==> src/rtl/vga_timing_pkg.sv <==
// Shared VGA timing constants, coordinate/pixel types and colour constants.
// Latency: n/a (package only).
// Backpressure: n/a (package only).
package vga_timing_pkg;

    // 640x480@60 timing, 25 MHz pixel clock
    localparam int H_SYNC  = 96;
    localparam int H_BACK  = 48;
    localparam int H_VALID = 640;
    localparam int H_FRONT = 16;
    localparam int V_SYNC  = 2;
    localparam int V_BACK  = 33;
    localparam int V_VALID = 480;
    localparam int V_FRONT = 10;

    localparam int H_TOTAL = H_SYNC + H_BACK + H_VALID + H_FRONT;
    localparam int V_TOTAL = V_SYNC + V_BACK + V_VALID + V_FRONT;

    // First active column / row in counter space
    localparam int HA = H_SYNC + H_BACK;
    localparam int VA = V_SYNC + V_BACK;

    localparam int COORD_W = 10;

    // RGB565 layout
    localparam int R_W   = 5;
    localparam int G_W   = 6;
    localparam int B_W   = 5;
    localparam int RGB_W = R_W + G_W + B_W;

    typedef logic [COORD_W-1:0] coord_t;
    typedef logic [RGB_W-1:0]   rgb_t;

    // Colours shared by the pixel generators
    localparam rgb_t COL_BLACK = 16'h0000;
    localparam rgb_t COL_WHITE = 16'hFFFF;
    localparam rgb_t COL_RED   = 16'hF800;
    localparam rgb_t COL_GREEN = 16'h07E0;
    localparam rgb_t COL_BLUE  = 16'h001F;

    function automatic rgb_t rgb565(input logic [R_W-1:0] r,
                                    input logic [G_W-1:0] g,
                                    input logic [B_W-1:0] b);
        return {r, g, b};
    endfunction

endpackage

==> src/rtl/vga_ctrl_if.sv <==
// Pixel request/response bundle between vga_ctrl and the upstream pixel generator.
// Latency: pix_data answers the coordinate issued one cycle earlier.
// Backpressure: none; every pix_req must be answered.
// Signals: pix_req/pix_x/pix_y (request, from vga_ctrl), pix_data (response, to vga_ctrl).
interface vga_ctrl_if #(
    parameter int RGB_W = vga_timing_pkg::RGB_W
);
    import vga_timing_pkg::*;

    logic             pix_req;
    coord_t           pix_x;
    coord_t           pix_y;
    logic [RGB_W-1:0] pix_data;

    // master = timing controller, slave = pixel generator
    modport master (output pix_req, output pix_x, output pix_y, input  pix_data);
    modport slave  (input  pix_req, input  pix_x, input  pix_y, output pix_data);

endinterface

==> src/rtl/vga_timing_cnt.sv <==
// Horizontal/vertical scan counters with active and one-pixel-lookahead window flags.
// Latency: counters registered; window flags combinational from counter state.
// Backpressure: none; free-running every clock.
// Ports: clk, rst_n (async, active low), cnt_h/cnt_v (scan position), active, req_win.
module vga_timing_cnt #(
    parameter int H_SYNC  = vga_timing_pkg::H_SYNC,
    parameter int H_BACK  = vga_timing_pkg::H_BACK,
    parameter int H_VALID = vga_timing_pkg::H_VALID,
    parameter int H_FRONT = vga_timing_pkg::H_FRONT,
    parameter int V_SYNC  = vga_timing_pkg::V_SYNC,
    parameter int V_BACK  = vga_timing_pkg::V_BACK,
    parameter int V_VALID = vga_timing_pkg::V_VALID,
    parameter int V_FRONT = vga_timing_pkg::V_FRONT
) (
    input  logic                              clk,
    input  logic                              rst_n,
    output logic [vga_timing_pkg::COORD_W-1:0] cnt_h,
    output logic [vga_timing_pkg::COORD_W-1:0] cnt_v,
    output logic                              active,
    output logic                              req_win
);
    import vga_timing_pkg::*;

    localparam int H_TOT = H_SYNC + H_BACK + H_VALID + H_FRONT;
    localparam int V_TOT = V_SYNC + V_BACK + V_VALID + V_FRONT;
    localparam int H_ACT = H_SYNC + H_BACK;
    localparam int V_ACT = V_SYNC + V_BACK;

    localparam coord_t H_LAST    = coord_t'(H_TOT - 1);
    localparam coord_t V_LAST    = coord_t'(V_TOT - 1);
    localparam coord_t H_ACT_LO  = coord_t'(H_ACT);
    localparam coord_t H_ACT_HI  = coord_t'(H_ACT + H_VALID);
    localparam coord_t H_REQ_LO  = coord_t'(H_ACT - 1);
    localparam coord_t H_REQ_HI  = coord_t'(H_ACT + H_VALID - 1);
    localparam coord_t V_ACT_LO  = coord_t'(V_ACT);
    localparam coord_t V_ACT_HI  = coord_t'(V_ACT + V_VALID);

    // Totals must fit the 10-bit counters
    generate
        if (H_TOT > 1024 || V_TOT > 1024) begin : g_total_check
            $error("vga_timing_cnt: H/V totals exceed 10-bit counter range");
        end
    endgenerate

    logic h_act;
    logic h_req;
    logic v_act;

    always_ff @(posedge clk or negedge rst_n) begin
        if (!rst_n) begin
            cnt_h <= '0;
            cnt_v <= '0;
        end else if (cnt_h == H_LAST) begin
            // line wrap and row advance on the same edge, no idle cycle
            cnt_h <= '0;
            cnt_v <= (cnt_v == V_LAST) ? '0 : cnt_v + 1'b1;
        end else begin
            cnt_h <= cnt_h + 1'b1;
        end
    end

    always_comb begin
        h_act   = (cnt_h >= H_ACT_LO) && (cnt_h < H_ACT_HI);
        // request window leads the active window by one column and ends one
        // column early, so the lookahead never spills into the next line
        h_req   = (cnt_h >= H_REQ_LO) && (cnt_h < H_REQ_HI);
        v_act   = (cnt_v >= V_ACT_LO) && (cnt_v < V_ACT_HI);
        active  = h_act && v_act;
        req_win = h_req && v_act;
    end

endmodule

==> src/rtl/vga_ctrl.sv <==
// VGA 640x480@60 timing generator: lookahead pixel request plus registered sync/rgb pins.
// Latency: pins lag counter state by one cycle; pix_data sampled one cycle after its request.
// Backpressure: none; upstream must answer every pix_req on the following cycle.
// Ports: vga_clk, sys_rst_n, pix (request bus), hsync, vsync, rgb, rgb_valid, frame_start.
module vga_ctrl #(
    parameter int   H_SYNC   = vga_timing_pkg::H_SYNC,
    parameter int   H_BACK   = vga_timing_pkg::H_BACK,
    parameter int   H_VALID  = vga_timing_pkg::H_VALID,
    parameter int   H_FRONT  = vga_timing_pkg::H_FRONT,
    parameter int   V_SYNC   = vga_timing_pkg::V_SYNC,
    parameter int   V_BACK   = vga_timing_pkg::V_BACK,
    parameter int   V_VALID  = vga_timing_pkg::V_VALID,
    parameter int   V_FRONT  = vga_timing_pkg::V_FRONT,
    parameter int   RGB_W    = vga_timing_pkg::RGB_W,
    parameter logic SYNC_POL = 1'b0
) (
    input  logic             vga_clk,
    input  logic             sys_rst_n,
    vga_ctrl_if.master       pix,
    output logic             hsync,
    output logic             vsync,
    output logic [RGB_W-1:0] rgb,
    output logic             rgb_valid,
    output logic             frame_start
);
    import vga_timing_pkg::*;

    localparam coord_t H_REQ_OFS  = coord_t'(H_SYNC + H_BACK - 1);
    localparam coord_t V_ACT_OFS  = coord_t'(V_SYNC + V_BACK);
    localparam coord_t H_SYNC_END = coord_t'(H_SYNC);
    localparam coord_t V_SYNC_END = coord_t'(V_SYNC);

    coord_t cnt_h;
    coord_t cnt_v;
    logic   active;
    logic   req_win;

    vga_timing_cnt #(
        .H_SYNC  (H_SYNC),
        .H_BACK  (H_BACK),
        .H_VALID (H_VALID),
        .H_FRONT (H_FRONT),
        .V_SYNC  (V_SYNC),
        .V_BACK  (V_BACK),
        .V_VALID (V_VALID),
        .V_FRONT (V_FRONT)
    ) u_cnt (
        .clk     (vga_clk),
        .rst_n   (sys_rst_n),
        .cnt_h   (cnt_h),
        .cnt_v   (cnt_v),
        .active  (active),
        .req_win (req_win)
    );

    // Coordinates are forced to 0 outside the request window so the
    // upstream never sees out-of-range values.
    always_comb begin
        pix.pix_req = req_win;
        pix.pix_x   = '0;
        pix.pix_y   = '0;
        if (req_win) begin
            pix.pix_x = cnt_h - H_REQ_OFS;
            pix.pix_y = cnt_v - V_ACT_OFS;
        end
    end

    // Single output stage; every pin is registered from the same counter
    // state so they stay mutually aligned.
    always_ff @(posedge vga_clk or negedge sys_rst_n) begin
        if (!sys_rst_n) begin
            rgb         <= '0;
            rgb_valid   <= 1'b0;
            hsync       <= ~SYNC_POL;
            vsync       <= ~SYNC_POL;
            frame_start <= 1'b0;
        end else begin
            rgb         <= active ? pix.pix_data : '0;
            rgb_valid   <= active;
            hsync       <= (cnt_h < H_SYNC_END) ? SYNC_POL : ~SYNC_POL;
            vsync       <= (cnt_v < V_SYNC_END) ? SYNC_POL : ~SYNC_POL;
            frame_start <= (cnt_h == '0) && (cnt_v == '0);
        end
    end

endmodule
==> src/flat_wrapper.sv <==
// flat-port wrapper written by rule: the top's interface ports become plain ports
module vga_ctrl_flat import vga_timing_pkg::*;
#(
    parameter int   H_SYNC   = vga_timing_pkg::H_SYNC,
    parameter int   H_BACK   = vga_timing_pkg::H_BACK,
    parameter int   H_VALID  = vga_timing_pkg::H_VALID,
    parameter int   H_FRONT  = vga_timing_pkg::H_FRONT,
    parameter int   V_SYNC   = vga_timing_pkg::V_SYNC,
    parameter int   V_BACK   = vga_timing_pkg::V_BACK,
    parameter int   V_VALID  = vga_timing_pkg::V_VALID,
    parameter int   V_FRONT  = vga_timing_pkg::V_FRONT,
    parameter int   RGB_W    = vga_timing_pkg::RGB_W,
    parameter logic SYNC_POL = 1'b0
)
  (vga_clk, sys_rst_n, hsync, vsync, rgb, rgb_valid, frame_start, pix_pix_req, pix_pix_x, pix_pix_y, pix_pix_data);
  vga_ctrl_if #(.RGB_W(RGB_W)) pix_i ();
  input  logic vga_clk;
  input  logic sys_rst_n;
  output logic hsync;
  output logic vsync;
  output logic [RGB_W-1:0] rgb;
  output logic rgb_valid;
  output logic frame_start;
  output wire logic [$bits(pix_i.pix_req)-1:0] pix_pix_req;
  output wire logic [$bits(pix_i.pix_x)-1:0] pix_pix_x;
  output wire logic [$bits(pix_i.pix_y)-1:0] pix_pix_y;
  input wire logic [$bits(pix_i.pix_data)-1:0] pix_pix_data;
  assign pix_pix_req = pix_i.pix_req;
  assign pix_pix_x = pix_i.pix_x;
  assign pix_pix_y = pix_i.pix_y;
  assign pix_i.pix_data = pix_pix_data;
  vga_ctrl #(.H_SYNC(H_SYNC), .H_BACK(H_BACK), .H_VALID(H_VALID), .H_FRONT(H_FRONT), .V_SYNC(V_SYNC), .V_BACK(V_BACK), .V_VALID(V_VALID), .V_FRONT(V_FRONT), .RGB_W(RGB_W), .SYNC_POL(SYNC_POL)) u_core (.vga_clk(vga_clk), .sys_rst_n(sys_rst_n), .pix(pix_i), .hsync(hsync), .vsync(vsync), .rgb(rgb), .rgb_valid(rgb_valid), .frame_start(frame_start));
endmodule
==> config.mk <==
export PLATFORM = sky130hd
export DESIGN_NAME = vga_ctrl_flat
export DESIGN_NICKNAME = d
export VERILOG_FILES = /design/src/rtl/vga_timing_pkg.sv /design/src/rtl/vga_ctrl_if.sv /design/src/rtl/vga_timing_cnt.sv /design/src/rtl/vga_ctrl.sv /design/src/flat_wrapper.sv
export SDC_FILE = /design/constraint.sdc
export NUM_CORES = 1
export LEC_CHECK = 0
export BUFFER_PORTS_ARGS = -buffer_cell sky130_fd_sc_hd__buf_4
export CORE_MARGIN = 4
export CORE_UTILIZATION = 47
export CTS_CLUSTER_SIZE = 28
export DETAILED_ROUTE_END_ITERATION = 6
export PLACE_DENSITY_LB_ADDON = 0.08
export SETUP_SLACK_MARGIN = 0.4
export SYNTH_ARGS = -nofsm -noshare
export SYNTH_HDL_FRONTEND = slang
export SYNTH_SLANG_ARGS = --single-unit
==> constraint.sdc <==
create_clock -name vga_clk -period 2.1 [get_ports vga_clk]
set_input_delay 0.315 -clock vga_clk [delete_from_list [all_inputs] [get_ports vga_clk]]
set_output_delay 0.315 -clock vga_clk [all_outputs]
set_load 0.005 [all_outputs]
==> results.toml, run 1 <==
[run_status]
outcome = "finished with violations"
failed_checks = "negative hold slack, negative setup slack"

[route]
remaining_number_of_nets_flagged_by_the_antenna_check_after_routing = 0
drt_pre_antenna_iters = 4
drc = 0
drt_first_iter_violations = 111
viasPerCell = 5.58
post_drt_wl_per_cell_um = 17.9
via_count = 2070
wl_um = 6620

[setup_path]
timing.setup.critical_path_class = "reg -> out"
cp.arrival_ps = 1990
cp_slowest_stage_delay_ps = 450
end_kind = "output pin"
path_common_cell = "sky130_fd_sc_hd__buf_6"
cp_max_fo = 4
cp.required_ps = 1780
cp_cell_sequence = "or3_4 -> o21bai_4 -> o21ai_4 -> buf_6 -> buf_6 -> nor3_4 -> buf_4"
crit_path_top_delay_cell = "sky130_fd_sc_hd__or3_4"
number_of_cell_instances_on_the_worst_register_to_register_path = 6
worst_setup_sp_type = "flip-flop"

[floorplanning]
dieArea_um2 = 5880
initial_core_util = 0.496
die_w_um = 76.7
die-height_um = 76.7
core_area_um2 = 4470
rows = 24
design.portCount = 59

[timing]
timing.final.crit_period_ps = 2300
unrepaired_setup_endpoints_after_global_routing = "yes"
final_hold_slack_ps = -18.4
final_hold_violations = 22
worst_slew_pin_slew_ps = 520
layout_setup_ws_ps = -201
final-setup-viol-count = 21
final-max-slew-violation-count = 0
timing.clock.skew_ps = 4.16
fin_crit_sh = 1.10
max_freq_mhz = 435
setup-tns-final_ps = -3870
timing.max_slew.rel_slack = 0.653

[logic_synthesis]
postSynthRegisterBits = 40
synth_compound_area_frac = 0.107
asyncSetResetFlopFracSynth = 1.00
synth_largest_area_cell = "sky130_fd_sc_hd__dfrtp_1"
netlist-cell-type-count = 50
synthesis.instances = 229
number_of_synthesized_flops_with_an_enable_pin = 0
synth_flop_cell = "sky130_fd_sc_hd__dfrtp_1"
area_fraction_in_and_or_nand_and_nor_cells_after_synthesis = 0.265
synth_nets = 251
post_synth_fa_ha_maj_area_fraction = 0.0226
synthTopCellsByCount = "sky130_fd_sc_hd__dfrtp_1 (38), sky130_fd_sc_hd__nor3_1 (22), sky130_fd_sc_hd__nor2_1 (13), sky130_fd_sc_hd__xnor2_1 (13)"
yosys.area_share.xor_xnor = 0.0790
synth_mux_area_frac = 0.00451
synth.top_cell.area_share = 0.429
syn-cell-area_um2 = 2220
synth_area_per_cell_um2 = 9.69
synthTopCellsByArea = "sky130_fd_sc_hd__dfrtp_1 (43%), sky130_fd_sc_hd__xnor2_1 (5.1%), sky130_fd_sc_hd__nor3_1 (5.0%), sky130_fd_sc_hd__and2_4 (3.6%), sky130_fd_sc_hd__xor2_1 (2.8%)"
ys_seq_area_frac = 0.452
largest_family_of_logic_cells_by_synthesized_area = "simple AND/OR/NAND/NOR gates"
synth-warning-count = 0
synth_most_common_cell = "sky130_fd_sc_hd__dfrtp_1"

[final_layout]
ff_latch_area_um2 = 1010
count_of_inserted_antenna_diode_cells = 0
layout.nets = 340
final_layout_size_suffix_gt1_frac = 0.558
fin_cells = 371
filler_cell_count = 295
area_delta_synth_final_pct = 57.5
multiInputGateArea_um2 = 1410

[global_routing]
first_global_vias = 2077
grt_antenna_before_repair = 0
grt.total_usage = 0.229
grt_pass1_wl_um = 10600
grt_overflow_total = 0
grt_max_degree = 41

[placed_design]
hpwlAfterDp_um = 3930
place_inst = 341
count_of_port_buffers_added_during_placement = 58
gp_congestion = 0.843

[clock_tree]
cts-root-buf = "sky130_fd_sc_hd__clkbuf_8"
cts.clk_slew.worst_paths_ps = 80
cts_tree = "done"
source_to_sink_clock_delay_at_the_later_pin_of_the_worst_skew_pair_ps = 300
ctsHtreeMaxLevel = 2
cts_hold_buffers = 0
ctsLongestPathBuffers = 2
cts.sink_count = 40
cts_buffers = 5

[pwr]
power.ir.vdd_worst_mv = 0.332
cellLeakagePower_uw = 0.00170
pwr_density_cell_nw_per_um2 = 389

[run]
timing.max_cap.violations = 0

[worst_hold_path]
holdCritPathClass = "in -> async"
## path summary, 6_finish.rpt
kind / from / slack [ps] / endpoint
max in group asynchronous: sys_rst_n / 1730 / u_core.u_cnt.cnt_h[8]
hold / removal: sys_rst_n / -20 / u_core.u_cnt.cnt_h[4]
setup / recovery: u_core.u_cnt.cnt_h[5] / -200 / pix_pix_y[7]
min in group vga_clk: pix_pix_data[1] / 220 / u_core.rgb[1]
hold reg to reg: u_core.u_cnt.cnt_h[2] / 590 / u_core.u_cnt.cnt_h[2]
setup reg to reg: u_core.u_cnt.cnt_v[0] / 240 / u_core.rgb[3]
## stage by stage
stage               total power, µW  setup slack (ps)  utilization  instance area, µm²
global placement                823              84.7        0.657                2940
detailed placement              825              46.1        0.657                2940
global route                   1420              -272        0.781                3490
floorplan                       785               116            -                2340
finish                         1360              -201        0.781                3490
CTS                            1370              -153        0.755                3380
## layout by cell type, fill, tap and decap left out, types with 3 or more instances in the layout
cell type                  instances
sky130_fd_sc_hd__a21oi_2           3
sky130_fd_sc_hd__a31oi_1           3
sky130_fd_sc_hd__and2_1            8
sky130_fd_sc_hd__and2_4            9
sky130_fd_sc_hd__and3_1            3
sky130_fd_sc_hd__and4_1            3
sky130_fd_sc_hd__buf_4            90
sky130_fd_sc_hd__buf_6            10
sky130_fd_sc_hd__clkbuf_8          6
sky130_fd_sc_hd__dfrtp_1          34
sky130_fd_sc_hd__dfrtp_2           4
sky130_fd_sc_hd__inv_1             9
sky130_fd_sc_hd__nand2_1           9
sky130_fd_sc_hd__nand3_1           7
sky130_fd_sc_hd__nand4_1           4
sky130_fd_sc_hd__nor2_1           12
sky130_fd_sc_hd__nor3_1            4
sky130_fd_sc_hd__nor3_2           16
sky130_fd_sc_hd__nor3_4            3
sky130_fd_sc_hd__o21ai_0           3
sky130_fd_sc_hd__o21ai_1           5
sky130_fd_sc_hd__xnor2_1          11
sky130_fd_sc_hd__xor2_1            7
## cell families (layout without fill, tap and decap cells)
family / count (synthesis) / count (layout)
AO/OA/AOI/OAI: 34 / 34
XOR/XNOR: 20 / 20
adder cells (fa/ha/maj): 4 / 4
buffers and inverters: 32 / 121
flip-flops: 40 / 40
multiplexers: 1 / 1
AND/OR/NAND/NOR: 98 / 99
## state kept, by name (all words and copies together) (netlist names)
signal              count
u_core.u_cnt.cnt_v     10
u_core.vsync            1
u_core.hsync            1
u_core.frame_start      1
u_core.rgb             16
u_core.rgb_valid        1
u_core.u_cnt.cnt_h     10
## timing repair
item,in CTS,in global routing
gates cloned,3,0
buffers inserted,16,3
endpoints found under the setup margin,52,54
resized for setup,31,24
pin swaps,15,10
## critical path: cells and delay by family (launching register included)
family | cells | cell delay, ps
flops | 1 | 400
compound gates | 2 | 240
simple gates | 2 | 640
buf+inv | 3 | 390
## metal layers
| layer | track usage | wire length (µm) | vias to the layer above |
|---|---|---|---|
| li1 | - | - | 981 |
| met1 | 0.267 | 2640 | 1018 |
| met2 | 0.406 | 3580 | 56 |
| met3 | 0.0539 | 261 | 15 |
| met4 | 0.0851 | 137 | 0 |
| met5 | 0 | 0 | - |
## power breakdown
part           switching [µW]  internal [µW]
clock network             284            266
logic                    18.5           19.9
registers                   0            769
## cell type report
type / count / share of cell area
clock buffer: 6 / 0.0236
clock inverter: 2 / 0.00430
timing repair buffer: 104 / 0.253
sequential: 40 / 0.289
multi-input combinational: 158 / 0.402
inverter: 9 / 0.00967
tap: 52 / 0.0186
No activity file was read; power rests on OpenSTA's default activity.
==> run 2, diff against run 1 <==
--- a/config.mk
+++ b/config.mk
@@ -10,8 +10,9 @@
 export CORE_UTILIZATION = 47
 export CTS_CLUSTER_SIZE = 28
 export DETAILED_ROUTE_END_ITERATION = 6
+export HOLD_SLACK_MARGIN = 0.08
 export PLACE_DENSITY_LB_ADDON = 0.08
-export SETUP_SLACK_MARGIN = 0.4
+export SETUP_SLACK_MARGIN = 0.3
 export SYNTH_ARGS = -nofsm -noshare
 export SYNTH_HDL_FRONTEND = slang
 export SYNTH_SLANG_ARGS = --single-unit
==> results.toml, run 2 (synthesized netlist as in run 1, its figures left out) <==
[placed_design]
detailedPlace.worstSlack_ps = 60.5
hpwlAfterDp_um = 3840
count_of_port_buffers_added_during_placement = 58
gp_congestion = 0.803
post_dp_cell_area_um2 = 2940

[timing]
timing.final.crit_period_ps = 2340
unrepaired_setup_endpoints_after_global_routing = "yes"
max_freq_mhz = 427
fin_crit_sh = 1.12
timing.max_slew.rel_slack = 0.664
final-max-slew-violation-count = 0
worst_slew_pin_slew_ps = 504
final_hold_violations = 0
final-setup-viol-count = 21
layout_setup_ws_ps = -244
timing.clock.skew_ps = 11.4

[clock_tree]
cts.clk_slew.worst_paths_ps = 70
ctsLongestPathBuffers = 2
cts.sink_count = 40
cts_tree = "done"
ctsHtreeMaxLevel = 2
cts-root-buf = "sky130_fd_sc_hd__clkbuf_8"
source_to_sink_clock_delay_at_the_later_pin_of_the_worst_skew_pair_ps = 300
cts_buffers = 5

[route]
drt_pre_antenna_iters = 4
route.layer.met1.wl_um = 2390
via_count = 2003
topRoutingLayerUsed = "met4"
post_drt_wl_per_cell_um = 16.4
drc = 0
remaining_number_of_nets_flagged_by_the_antenna_check_after_routing = 0
met2_wirelength_um = 3380
drt_first_iter_violations = 86
met3RoutedLength_um = 208
wl_um = 6070
viasPerCell = 5.41

[final_layout]
ff_latch_area_um2 = 1010
multiInputGateArea_um2 = 1330
final_layout_size_suffix_gt1_frac = 0.538
layout.nets = 339
count_of_inserted_antenna_diode_cells = 0
reg.largest.list = "u_core.rgb: 16 flops, u_core.u_cnt.cnt_h: 10 flops, u_core.u_cnt.cnt_v: 10 flops"
area_delta_synth_final_pct = 54.0
layout.cell_area.non_filler_um2 = 3420
mostFrequentLayoutCell = "sky130_fd_sc_hd__buf_4"
largest-register = "u_core.rgb"
most_frequent_cells_in_the_layout = "sky130_fd_sc_hd__buf_4 (91), sky130_fd_sc_hd__dfrtp_1 (36), sky130_fd_sc_hd__nor3_2 (19)"
flip_flop_count_of_the_largest_register_all_copies_and_words_added = 16
filler_cell_count = 293

[global_routing]
grt_pass1_wl_um = 9800
grt_overflow_total = 0
grt_max_degree = 41
grt_antenna_before_repair = 0
first_global_vias = 2062
grt.total_usage = 0.210

[setup_path]
cp_max_fo = 8
timing.setup.critical_path_class = "reg -> out"
cp.required_ps = 1780
end_kind = "output pin"
worst_setup_sp_type = "flip-flop"
cp.arrival_ps = 2030

[pwr]
cellLeakagePower_uw = 0.00166
power_uw = 1320
power.ir.vdd_worst_mv = 0.247
pwr_density_cell_nw_per_um2 = 386

[run]
timing.max_cap.violations = 0

[worst_hold_path]
holdCritPathClass = "in -> reg"

[run_status]
failed_checks = "negative setup slack"
outcome = "finished with violations"

[floorplanning]
rows = 24
die_w_um = 76.7
die-height_um = 76.7
design.portCount = 59
core_area_um2 = 4470
initial_core_util = 0.496
dieArea_um2 = 5880
[run 2: changes by cell type in the layout (fill, tap and decap cells not counted), sizes merged]
cell         change
and4b            -1
buf              -1
clkbuf           -1
clkinv           +3
clkinvlp         -2
dlygate4sd3      +1
[run 2: per-layer routing]
| layer | GRT usage | vias to the layer above |
|---|---|---|
| li1 | - | 968 |
| met1 | 0.241 | 982 |
| met2 | 0.379 | 46 |
| met3 | 0.0433 | 7 |
| met4 | 0.0851 | 0 |
| met5 | 0 | - |
[run 2: cell type report]
cell class | instances | area share
flip-flops and latches | 40 | 0.295
inverters | 9 | 0.00989
well taps | 52 | 0.0190
clock buffers | 5 | 0.0201
clock inverters | 3 | 0.00549
multi-input cells | 157 | 0.389
repair buffers | 104 | 0.262
[run 2: worst paths after layout]
check	startpoint	end	slack [ps]	cells past startpoint
hold / removal	pix_pix_data[3]	u_core.rgb[3]	230	2
min in group asynchronous	sys_rst_n	u_core.u_cnt.cnt_h[3]	510	2
setup / recovery	u_core.u_cnt.cnt_v[4]	pix_pix_x[7]	-240	8
hold reg to reg	u_core.u_cnt.cnt_v[6]	u_core.vsync	540	2
setup reg to reg	u_core.u_cnt.cnt_h[1]	u_core.frame_start	290	7
max in group asynchronous	sys_rst_n	u_core.u_cnt.cnt_v[3]	1190	2
[run 2: critical path: stages (launching register included)]
cell and delay [ps]:
sky130_fd_sc_hd__dfrtp_1 400, sky130_fd_sc_hd__buf_6 130, sky130_fd_sc_hd__o41ai_4 400, sky130_fd_sc_hd__a21oi_2 150, sky130_fd_sc_hd__o21ai_4 210, sky130_fd_sc_hd__buf_6 140, sky130_fd_sc_hd__buf_16 130, sky130_fd_sc_hd__nor3_2 50
sky130_fd_sc_hd__buf_4 130
[run 2: power breakdown]
| group | internal [µW] | leakage (µW) | switching [µW] | total [µW] |
|---|---|---|---|---|
| Sequential | 770 | 0.000534 | 0 | 770 |
| Combinational | 20.8 | 0.00108 | 18.4 | 39.2 |
| Clock | 231 | 0.0000479 | 278 | 509 |
[run 2: repair_timing]
action | CTS | global route
gates resized for setup | 25 | 15
gates cloned | 3 | 0
buffers inserted | 12 | 5
pin swaps | 15 | 24
hold buffers | 1 | 0
setup endpoints to repair | 46 | 39
endpoints found under the hold margin | 38 | 0
[run 2: through the flow]
| step | TNS, ps | util | instances | hold WS (ps) |
|---|---|---|---|---|
| CTS | -3420 | 0.741 | 365 | 225 |
| global route | -5810 | 0.763 | 370 | 219 |
| finish | -4540 | 0.763 | 370 | 231 |
| floorplan | 0 | - | 229 | 19.4 |
| global placement | 0 | 0.657 | 341 | 317 |
| detailed placement | 0 | 0.657 | 341 | 321 |
